`src/rtl/instruction_fetch_pkg.sv`:
```
// rtl/instruction_fetch_pkg.sv - shared constants and fetch FSM encodings for the RV32I front end
package instruction_fetch_pkg;

  localparam logic [31:0] RV32_NOP         = 32'h0000_0013;
  localparam logic [31:0] RESET_PC_DEFAULT = 32'h0000_0000;

  typedef enum logic [0:0] {
    FS_RUN   = 1'b0,
    FS_FLUSH = 1'b1
  } fetch_state_t;

endpackage

```
`src/rtl/instruction_fetch_fifo.sv`:
```
// rtl/instruction_fetch_fifo.sv - synchronous FIFO holding {pc, instr} pairs for decode
module fetch_fifo #(
  parameter int WIDTH = 64,
  parameter int DEPTH = 2
) (
  input  logic                       clk,
  input  logic                       reset,
  input  logic                       push,
  input  logic [WIDTH-1:0]           push_data,
  input  logic                       pop,
  input  logic                       clear,
  output logic [$clog2(DEPTH):0]     count,
  output logic [WIDTH-1:0]           head
);

  localparam int AW = $clog2(DEPTH);
  localparam logic [AW:0] FULL = (AW + 1)'(DEPTH);

  logic [WIDTH-1:0] mem [DEPTH];
  logic [AW-1:0]    rd_ptr;
  logic [AW-1:0]    wr_ptr;
  logic             do_push;
  logic             do_pop;

  // A full FIFO may still accept a push when the head leaves in the same cycle.
  assign do_pop  = pop && (count != '0);
  assign do_push = push && ((count != FULL) || do_pop);
  assign head    = mem[rd_ptr];

  always_ff @(posedge clk) begin
    if (do_push && !clear && !reset) begin
      mem[wr_ptr] <= push_data;
    end
  end

  always_ff @(posedge clk) begin
    if (reset || clear) begin
      rd_ptr <= '0;
      wr_ptr <= '0;
      count  <= '0;
    end else begin
      if (do_push) begin
        wr_ptr <= wr_ptr + 1'b1;
      end
      if (do_pop) begin
        rd_ptr <= rd_ptr + 1'b1;
      end
      count <= count + (AW + 1)'(do_push) - (AW + 1)'(do_pop);
    end
  end

endmodule

```
`src/rtl/instruction_fetch.sv`:
```
// rtl/instruction_fetch.sv - PC owner, credit-limited imem issue and redirect flush for the fetch stage
module instruction_fetch
  import instruction_fetch_pkg::*;
#(
  parameter int               WIDTH      = 32,
  parameter int               FIFO_DEPTH = 2,
  parameter logic [WIDTH-1:0] RESET_PC   = WIDTH'(RESET_PC_DEFAULT)
) (
  input  logic             clk,
  input  logic             reset,
  input  logic             branchpcwe,
  input  logic [WIDTH-1:0] dnextpc,
  output logic             imem_req_valid,
  input  logic             imem_req_ready,
  output logic [WIDTH-1:0] imem_req_addr,
  input  logic             imem_rsp_valid,
  input  logic [31:0]      imem_rsp_data,
  output logic             if_valid,
  input  logic             if_ready,
  output logic [WIDTH-1:0] if_pc,
  output logic [31:0]      if_instr
);

  localparam int AW = $clog2(FIFO_DEPTH);
  localparam int CW = AW + 2;
  localparam int DW = WIDTH + 32;
  localparam logic [CW-1:0] CREDITS = CW'(FIFO_DEPTH);

  fetch_state_t     state;
  fetch_state_t     state_n;
  logic [WIDTH-1:0] pc;
  logic [WIDTH-1:0] pc_n;
  logic [WIDTH-1:0] rsp_pc;
  logic [WIDTH-1:0] rsp_pc_n;
  logic [WIDTH-1:0] redirect_pc;
  logic [WIDTH-1:0] req_addr_n;
  logic             req_valid_n;
  logic             req_stale;
  logic             req_stale_n;
  logic [CW-1:0]    outstanding;
  logic [CW-1:0]    outstanding_n;
  logic [CW-1:0]    discard;
  logic [CW-1:0]    discard_n;
  logic [CW-1:0]    count_n;
  logic [AW:0]      fifo_count;
  logic [DW-1:0]    fifo_head;
  logic             fire;
  logic             push;
  logic             pop;
  logic             raise;

  assign fire        = imem_req_valid & imem_req_ready;
  assign redirect_pc = dnextpc & ~WIDTH'(3);
  assign push        = imem_rsp_valid & (discard == '0) & ~branchpcwe;
  assign pop         = if_valid & if_ready & ~branchpcwe;

  assign if_valid = (fifo_count != '0);
  assign if_pc    = if_valid ? fifo_head[DW-1:32] : '0;
  assign if_instr = if_valid ? fifo_head[31:0] : RV32_NOP;

  fetch_fifo #(
    .WIDTH (DW),
    .DEPTH (FIFO_DEPTH)
  ) u_fifo (
    .clk       (clk),
    .reset     (reset),
    .push      (push),
    .push_data ({rsp_pc, imem_rsp_data}),
    .pop       (pop),
    .clear     (branchpcwe),
    .count     (fifo_count),
    .head      (fifo_head)
  );

  always_comb begin
    pc_n          = pc;
    rsp_pc_n      = rsp_pc;
    req_stale_n   = req_stale;
    discard_n     = discard;
    state_n       = state;
    outstanding_n = outstanding + CW'(fire) - CW'(imem_rsp_valid);
    count_n       = CW'(fifo_count) + CW'(push) - CW'(pop);

    if (branchpcwe) begin
      // A request still waiting for ready belongs to the old path: it must
      // complete, be dropped, and not advance the new PC when it fires.
      pc_n        = redirect_pc;
      rsp_pc_n    = redirect_pc;
      req_stale_n = imem_req_valid & ~imem_req_ready;
      discard_n   = outstanding + CW'(imem_req_valid) - CW'(imem_rsp_valid);
      count_n     = '0;
      state_n     = (discard_n != '0) ? FS_FLUSH : FS_RUN;
    end else begin
      if (fire) begin
        if (req_stale) begin
          req_stale_n = 1'b0;
        end else begin
          pc_n = pc + WIDTH'(4);
        end
      end
      if (push) begin
        rsp_pc_n = rsp_pc + WIDTH'(4);
      end
      if (imem_rsp_valid && (discard != '0)) begin
        discard_n = discard - CW'(1);
      end
      if ((state == FS_FLUSH) && (discard_n == '0)) begin
        state_n = FS_RUN;
      end
    end

    // Every raised request already owns a FIFO slot, so responses never stall.
    raise       = (state_n == FS_RUN) && (!imem_req_valid || fire) &&
                  ((count_n + outstanding_n) < CREDITS);
    req_valid_n = raise || (imem_req_valid && !fire);
    req_addr_n  = raise ? pc_n : imem_req_addr;
  end

  always_ff @(posedge clk) begin
    if (reset) begin
      pc             <= RESET_PC;
      rsp_pc         <= RESET_PC;
      imem_req_valid <= 1'b0;
      imem_req_addr  <= RESET_PC;
      req_stale      <= 1'b0;
      outstanding    <= '0;
      discard        <= '0;
      state          <= FS_RUN;
    end else begin
      pc             <= pc_n;
      rsp_pc         <= rsp_pc_n;
      imem_req_valid <= req_valid_n;
      imem_req_addr  <= req_addr_n;
      req_stale      <= req_stale_n;
      outstanding    <= outstanding_n;
      discard        <= discard_n;
      state          <= state_n;
    end
  end

endmodule
```
`config.mk`:
```
export PLATFORM = sky130hd
export DESIGN_NAME = instruction_fetch
export DESIGN_NICKNAME = d
export VERILOG_FILES = /design/src/rtl/instruction_fetch_pkg.sv /design/src/rtl/instruction_fetch_fifo.sv /design/src/rtl/instruction_fetch.sv
export SDC_FILE = /design/constraint.sdc
export NUM_CORES = 1
export LEC_CHECK = 0
export CAP_MARGIN = 25
export CORE_ASPECT_RATIO = 0.6
export CORE_MARGIN = 3
export CORE_UTILIZATION = 49
export CTS_CLUSTER_DIAMETER = 120
export CTS_CLUSTER_SIZE = 40
export DETAILED_ROUTE_END_ITERATION = 7
export PLACE_DENSITY_LB_ADDON = 0.12
export SYNTH_ARGS = -nofsm -noshare
export SYNTH_HDL_FRONTEND = slang
export SYNTH_HIERARCHICAL = 1
export SYNTH_SLANG_ARGS = --single-unit
```
`constraint.sdc`:
```
create_clock -name clk -period 9.7 [get_ports clk]
set_clock_uncertainty 0.15 [all_clocks]
set_input_delay 1.455 -clock clk [delete_from_list [all_inputs] [get_ports clk]]
set_output_delay 1.455 -clock clk [all_outputs]
set_load 0.05 [all_outputs]
```
==> summary.md, run 1 <==
- **fraction of power spent switching nets** 0.314
- **highest net fanout along the worst path** 33
- **number of global-route vias before repair** 6624
- **top-level I/O count** 168
- **max-cap viol count** 0
- **top cell type by total area after synthesis** sky130_fd_sc_hd__edfxtp_1
- **final HPWL from detailed placement** 16400 um
- **final core occ** 0.607
- **Max Slew Vio Count** 0
- **antenna-violating nets left** 0
- **CP required** 9.93 ns
- **clock network fraction of design power** 0.204
- **headroom to the max-slew limit** 0.407
- **Sequential cell area** 0.00601 sq mm
- **flop and latch count out of synthesis** 236
- **number of cell rows** 41
- **maximum level of the CTS H-tree** 1
- **post-layout total power** 2.37 mW
- **combinational fraction of design power** 0.290
- **most frequent cells after synthesis** sky130_fd_sc_hd__edfxtp_1 (128), sky130_fd_sc_hd__dfxtp_1 (108), sky130_fd_sc_hd__and2_1 (66), sky130_fd_sc_hd__mux2_4 (60)
- **CTS tree** built
- **wire length of the first global-routing pass** 36500 um
- **endpoint kind of the worst setup timing path** flop
- **number of buffers created by CTS** 9
- **final routed wire length divided by cell count** 17.6 um
- **total clock sinks** 236
- **power dissipated by switching net loads** 0.745 mW
- **Layout Cells excl Fill** 1331
- **number of distinct library cells after synthesis** 55
- **synthesized instance count** 908
- **Hold Crit Start** pc[1]$_SDFF_PP0_
- **async set-reset flop share out of synthesis** 0
- **post-CTS repair timing setup buffer count** 0
- **buffer levels on the longest clock path** 3
- **kind of critical path** primary input to flop
- **compound-cell area share of the yosys netlist** 0.0744
- **status** complete, no violations
- **die outline height** 122 um
- **accumulated negative setup slack** 0 ns
- **Yosys Warn Count** 6
- **most repeated cell in the gate-level netlist after synthesis** sky130_fd_sc_hd__edfxtp_1
- **total power density per cell area** 182 mW/mm^2
- **combinational family with the most area after synthesis** simple AND/OR/NAND/NOR gates
- **setup repair after global routing missed its margin** false
- **Critical R2R Launch** discard[0]$_SDFF_PP0_
- **combined area of all synthesized cells** 0.0110 sq mm
- **initial antenna violation count** 0
- **proportion of power drawn by flip-flops and latches** 0.507
- **number of fill cells** 1808
- **number of remaining DRC errors** 0
- **antenna cell count** 0
- **final count of negative-setup-slack endpoints** 0
- **maximum VDD drop** 149 uV
- **maximum number of pins on one net before global-route repair** 79
- **final critical-path setup slack** 4.47 ns
- **hold buffer count at CTS** 0
- **class of the tightest hold or removal check** flop to flop
- **routed vias/inst** 5.38
- **Gates resized, CTS repair** 0
- **area overhead of the layout relative to synthesis** 19.1%
- **sequential element share of the synthesized area** 0.548
- **share of the clock period used by the worst path after layout** 0.539
- **global placement routability congestion** 0.896
- **cell types with the largest area share after synthesis** sky130_fd_sc_hd__edfxtp_1 (35%), sky130_fd_sc_hd__dfxtp_1 (20%), sky130_fd_sc_hd__mux2_4 (8.2%)
- **Setup Slack @ Placement** 3.92 ns
- **nets@finish** 1136
- **simple logic cell fraction of the synthesized area** 0.158
- **die width** 199 um
- **Fmax** 191 MHz
- **root buf cell** sky130_fd_sc_hd__clkbuf_16
- **EDFF count, synth** 128
- **WL final** 23400 um
- **fraction of synthesized area in multiplexers** 0.125
- **Crit. Startpoint** imem_rsp_valid
- **Iter 0 DRT Violations** 555
- **PortBufs** 165
- **post-CTS clock slew at the launch and capture registers of the worst setup and hold paths** 0.14 ns
- **internal power component** 1.63 mW
- **overall routing resource usage** 0.190
- **effective utilization at floorplan** 0.510
- **hold violation count in the final report** 0
- **dpl cells** 1317
- **GRT overflow** 0
- **area share of the largest cell type after synthesis** 0.351
- **router iterations before antenna repair** 5
- **Min Clock Period, post-route** 5.23 ns
- **Post-synth top flop** sky130_fd_sc_hd__edfxtp_1
- **worst slew pin tran** 0.889 ns
- **area share of xor/xnor cells in the synthesized design** 0.0324
- **vias** 7155
- **full die area** 0.0243 sq mm
- **worst skew pair latency** 0.47 ns
- **total area of multi-input combinational cells** 0.00454 sq mm
- **Synth Area in Adders** 0.0210
- **area inside the core boundary** 0.0215 sq mm
- **Worst Path Arrival** 5.46 ns
- **per-instance average area after synthesis** 12.1 sq um
- **kind of start point of the critical path** primary input
- **layout cell share with drive strength beyond 1** 0.124
- **static leakage power** 4.80 nW
[state kept, by name, indices dropped and copies added, names as in the netlist, named ones only]
| name | cells |
|---|---|
| req_stale | 1 |
| u_fifo/mem | 128 |
| imem_req_addr | 32 |
| discard | 3 |
| u_fifo/count | 2 |
| u_fifo/wr_ptr | 1 |
| state | 1 |
| pc | 32 |
| outstanding | 3 |
| u_fifo/rd_ptr | 1 |
| imem_req_valid | 1 |
| rsp_pc | 30 |
[cells by family after synthesis]
group / after synthesis
xor gates and xnor gates: 39
and+or+nand+nor: 305
DFF: 236
buffers and inverters: 91
adders and majority gates: 16
muxes: 102
other: 1
AOI/OAI and AO/OA: 118
[worst max-delay path, cell delays in order]
cell                              delay, ns
sky130_fd_sc_hd__clkdlybuf4s50_1       0.72
sky130_fd_sc_hd__and3b_1               0.40
sky130_fd_sc_hd__nand2_1               0.12
sky130_fd_sc_hd__ha_1                  0.32
sky130_fd_sc_hd__inv_1                 0.04
sky130_fd_sc_hd__ha_1                  0.18
sky130_fd_sc_hd__fa_1                  0.48
sky130_fd_sc_hd__nand2_1               0.08
sky130_fd_sc_hd__fa_1                  0.41
sky130_fd_sc_hd__xnor3_1               0.37
sky130_fd_sc_hd__a211o_1               0.09
sky130_fd_sc_hd__buf_4                 0.38
sky130_fd_sc_hd__mux2_2                0.39
[stage by stage]
stage          hold slack [ns]  area, sq um
2_1_floorplan            0.274        11000
3_3_place_gp             0.298        12800
3_5_place_dp             0.302        12800
4_1_cts                  0.340        13000
5_1_grt                  0.365        13100
6_report                 0.332        13100
[layout make-up]
class | instances | area share
Inverter | 44 | 0.0126
Sequential cell | 236 | 0.460
Clock buffer | 12 | 0.0181
Multi-Input combinational cell | 584 | 0.347
Clock inverter | 1 | 0.00230
Tap cell | 279 | 0.0267
Timing Repair Buffer | 175 | 0.132
[power groups by stage]
stage | Sequential (mW) | Clock (mW) | Combinational (mW)
global route | 1.22 | 0.527 | 0.735
CTS | 1.20 | 0.497 | 0.689
floorplan | 1.36 | 0 | 0.336
global placement | 1.22 | 0 | 0.679
finish | 1.20 | 0.483 | 0.687
detailed placement | 1.22 | 0 | 0.686
[metal layers]
metal	part of all wire	up-vias	track usage
met5	0	-	0
met4	0.0093	0	0.0246
met3	0.059	17	0.0279
met2	0.41	214	0.271
met1	0.52	3402	0.311
li1	-	3522	-
[layout by cell type, fill, tap and decap left out, types with 33 or more instances in the layout]
master and count:
sky130_fd_sc_hd__mux2_4 60, sky130_fd_sc_hd__inv_1 43, sky130_fd_sc_hd__clkdlybuf4s50_1 163, sky130_fd_sc_hd__and2_1 66, sky130_fd_sc_hd__mux2_2 36, sky130_fd_sc_hd__nand2_1 43
sky130_fd_sc_hd__a21oi_1 37, sky130_fd_sc_hd__nor2b_1 35, sky130_fd_sc_hd__nor2_1 33, sky130_fd_sc_hd__edfxtp_1 128, sky130_fd_sc_hd__dfxtp_1 107
[path summary, 6_finish.rpt]
path	endpoint	slack, ns	cells after the start
hold / removal	pc[1]$_SDFF_PP0_	0.33	1
hold reg to reg	pc[1]$_SDFF_PP0_	0.33	1
setup / recovery	imem_req_addr[31]$_SDFFE_PP0P_	4.47	13
setup reg to reg	imem_req_addr[31]$_SDFFE_PP0P_	5.51	14
(Power assumes the default switching activity.)
==> run 2: changes to the inputs <==
Settings changed: CORE_UTILIZATION 49 to 54.
Clock period 9.7 ns to 4.9 ns, I/O delays scaled along.
==> run 2 against run 1 <==
Net effect: worst setup slack lost 3.6 ns; hold slack got worse by 0.0031 ns; count of clock-buffer cells in the layout increased by 1; non-clock buffer count up 3; wire length is 1.6% lower; die area down 8.9%; total power up 97%; critical path depth is the same; global-route usage increased by 1.9 points; critical endpoint is now imem_req_addr[24]$_SDFFE_PP0P_; sequential power grew 98%; flip-flop and latch count stayed put.
==> summary.md, run 2 (same netlist as run 1, synthesis figures left out) <==
- **Sequential cell area** 0.00601 sq mm, unchanged
- **total power density per cell area** 359 mW/mm^2, +98%
- **internal power component** 3.20 mW, +97%
- **root buf cell** sky130_fd_sc_hd__clkbuf_16
- **Critical R2R Launch** discard[0]$_SDFF_PP0_
- **routed vias/inst** 5.55, +3.2%
- **kind of critical path** primary input to flop
- **layer with the highest usage after global routing** met2
- **buffer levels on the longest clock path** 3, unchanged
- **antenna cell count** 0, unchanged
- **die width** 190 um, -4.6%
- **Worst Path Arrival** 4.30 ns, -1.16 ns
- **dpl cells** 1308, -0.68%
- **Gates resized, CTS repair** 0, unchanged
- **register with the most flip-flops** u_fifo/mem
- **top library cells by usage in the layout, fill and taps aside** sky130_fd_sc_hd__clkdlybuf4s50_1 (163), sky130_fd_sc_hd__edfxtp_1 (128), sky130_fd_sc_hd__dfxtp_1 (107)
- **GR Layer Usage met3** 0.0276, -0.000321
- **status** complete, no violations
- **overall routing resource usage** 0.209, +0.0188
- **endpoint kind of the worst setup timing path** flop
- **router iterations before antenna repair** 5, unchanged
- **end point of the critical path** imem_req_addr[24]$_SDFFE_PP0P_
- **PortBufs** 165, unchanged
- **most frequent standard cell in the layout excluding fill and tap cells** sky130_fd_sc_hd__clkdlybuf4s50_1
- **Setup Slack @ Placement** 0.371 ns, -3.55 ns
- **setup slack, reg-to-reg** 0.88 ns, -4.63 ns
- **Crit. Startpoint** imem_rsp_valid
- **die outline height** 116 um, -4.5%
- **top-level I/O count** 168, unchanged
- **final core occ** 0.670, +0.0626
- **GRT overflow** 0, unchanged
- **met2 GRT Util** 0.334, +0.0631
- **accumulated negative setup slack** 0 ns, unchanged
- **antenna-violating nets left** 0, unchanged
- **power dissipated by switching net loads** 1.48 mW, +99%
- **max-cap viol count** 0, unchanged
- **final count of negative-setup-slack endpoints** 0, unchanged
- **final routed wire length divided by cell count** 17.4 um, -0.86%
- **class of the tightest hold or removal check** flop to flop
- **hold violation count in the final report** 0, unchanged
- **global-route track usage on met1** 0.314, +0.00289
- **final HPWL from detailed placement** 15900 um, -2.8%
- **total clock sinks** 236, unchanged
- **Min Clock Period, post-route** 4.07 ns
- **worst skew pair latency** 0.48 ns, about the same
- **number of flip-flops under the largest register name** 128, unchanged
- **headroom to the max-slew limit** 0.399, -0.00802
- **maximum VDD drop** 315 uV, +110%
- **maximum level of the CTS H-tree** 1, unchanged
- **effective utilization at floorplan** 0.563, +0.0530
- **total area of multi-input combinational cells** 0.00454 sq mm, unchanged
- **Max Slew Vio Count** 0, unchanged
- **ordered cell list for the critical path** clkdlybuf4s50_1 > and3b_1 > nand2_1 > ha_1 > inv_1 > ha_1 > fa_1 > nand2_1 > fa_1 > xnor3_1 > a211o_1 > buf_4 > mux2_2
- **number of cell rows** 39, -4.9%
- **vias** 7331, +2.5%
- **worst slew pin tran** 0.901 ns, +0.0120 ns
- **Iter 0 DRT Violations** 548, -1.3%
- **CTS tree** built
- **nets@finish** 1139, +0.26%
- **wire length of the first global-routing pass** 37300 um, +2.3%
- **number of global-route vias before repair** 6994, +5.6%
- **Layout Cells excl Fill** 1321, -0.75%
- **biggest registers after layout** u_fifo/mem x128, imem_req_addr x32, pc x32
- **share of the clock period used by the worst path after layout** 0.830
- **layout cell share with drive strength beyond 1** 0.126, +0.00249
- **combinational fraction of design power** 0.291, about the same
- **CP required** 5.13 ns, -4.80 ns
- **RR Endpoint** imem_req_addr[24]$_SDFFE_PP0P_
- **maximum number of pins on one net before global-route repair** 82, +3.8%
- **proportion of power drawn by flip-flops and latches** 0.507, about the same
- **hold buffer count at CTS** 0, unchanged
- **number of fill cells** 1518, -16%
- **static leakage power** 4.81 nW, +0.22%
- **clock network fraction of design power** 0.202, -0.002
- **highest net fanout along the worst path** 33, unchanged
- **post-CTS clock slew at the launch and capture registers of the worst setup and hold paths** 0.14 ns, about the same
- **area overhead of the layout relative to synthesis** 19.0%, about the same
- **path depth of the worst reg2reg path** 14, unchanged
- **CP max-delay cell** sky130_fd_sc_hd__clkdlybuf4s50_1
- **kind of start point of the critical path** primary input
- **setup repair after global routing missed its margin** false
- **largest incremental delay on the critical path** 0.52 ns, -0.20 ns
- **final critical-path setup slack** 0.835 ns, -3.63 ns
- **post-CTS repair timing setup buffer count** 0, unchanged
- **number of remaining DRC errors** 0, unchanged
- **worst hold slack** 0.329 ns, -0.00305 ns
- **area inside the core boundary** 0.0195 sq mm, -9.4%
- **WL final** 23000 um, -1.6%
- **Fmax** 246 MHz
- **initial antenna violation count** 0, unchanged
- **fraction of power spent switching nets** 0.317, +0.00264
- **full die area** 0.0221 sq mm, -8.9%
- **number of buffers created by CTS** 9, unchanged
- **global placement routability congestion** 0.832, -7.1%
## run 2: final cells by class
class,count,share of cell area
clock buffer,13,0.0200
inverter,44,0.0127
sequential,236,0.461
tap,266,0.0255
multi-input combinational,584,0.348
timing repair buffer,178,0.133
## run 2: how the worst min path moves through the flow
stage / from / cells after the start / slack [ns] / endpoint
after floorplan: pc[0]$_SDFF_PP0_ / 1 / 0.27 / pc[0]$_SDFF_PP0_
final: pc[0]$_SDFF_PP0_ / 1 / 0.33 / pc[0]$_SDFF_PP0_
after global routing: pc[1]$_SDFF_PP0_ / 1 / 0.36 / pc[1]$_SDFF_PP0_
after global placement: pc[0]$_SDFF_PP0_ / 1 / 0.29 / pc[0]$_SDFF_PP0_
after CTS: pc[1]$_SDFF_PP0_ / 1 / 0.33 / pc[1]$_SDFF_PP0_
after detailed placement: pc[1]$_SDFF_PP0_ / 1 / 0.29 / pc[1]$_SDFF_PP0_
## run 2: worst max-delay path: cells and delay by family
kind	cells	cell delay (ns)
XOR/XNOR	1	0.37
AO/OA/AOI/OAI	1	0.10
adder cells (fa/ha/maj)	4	1.34
multiplexers	1	0.39
AND/OR/NAND/NOR	3	0.37
buffers and inverters	3	0.96
## run 2: metal layers
layer,wire length [um],up-vias
li1,-,3527
met2,10400,188
met5,0,-
met4,268,0
met3,1150,18
met1,11200,3598
## run 2: metrics by stage
step                      total power [mW]  instance area, sq um
after floorplan                       3.36                 11000
after global placement                3.76                 12800
after detailed placement              3.78                 12800
after CTS                             4.71                 13000
after global routing                  4.90                 13000
final                                 4.68                 13000
## run 2: power groups by stage
stage                     registers [mW]  logic [mW]  clock network, mW
after floorplan                     2.69       0.666                  0
after global routing                2.40        1.47               1.04
final                               2.37        1.36              0.947
after global placement              2.41        1.35                  0
after CTS                           2.38        1.37              0.971
after detailed placement            2.42        1.36                  0
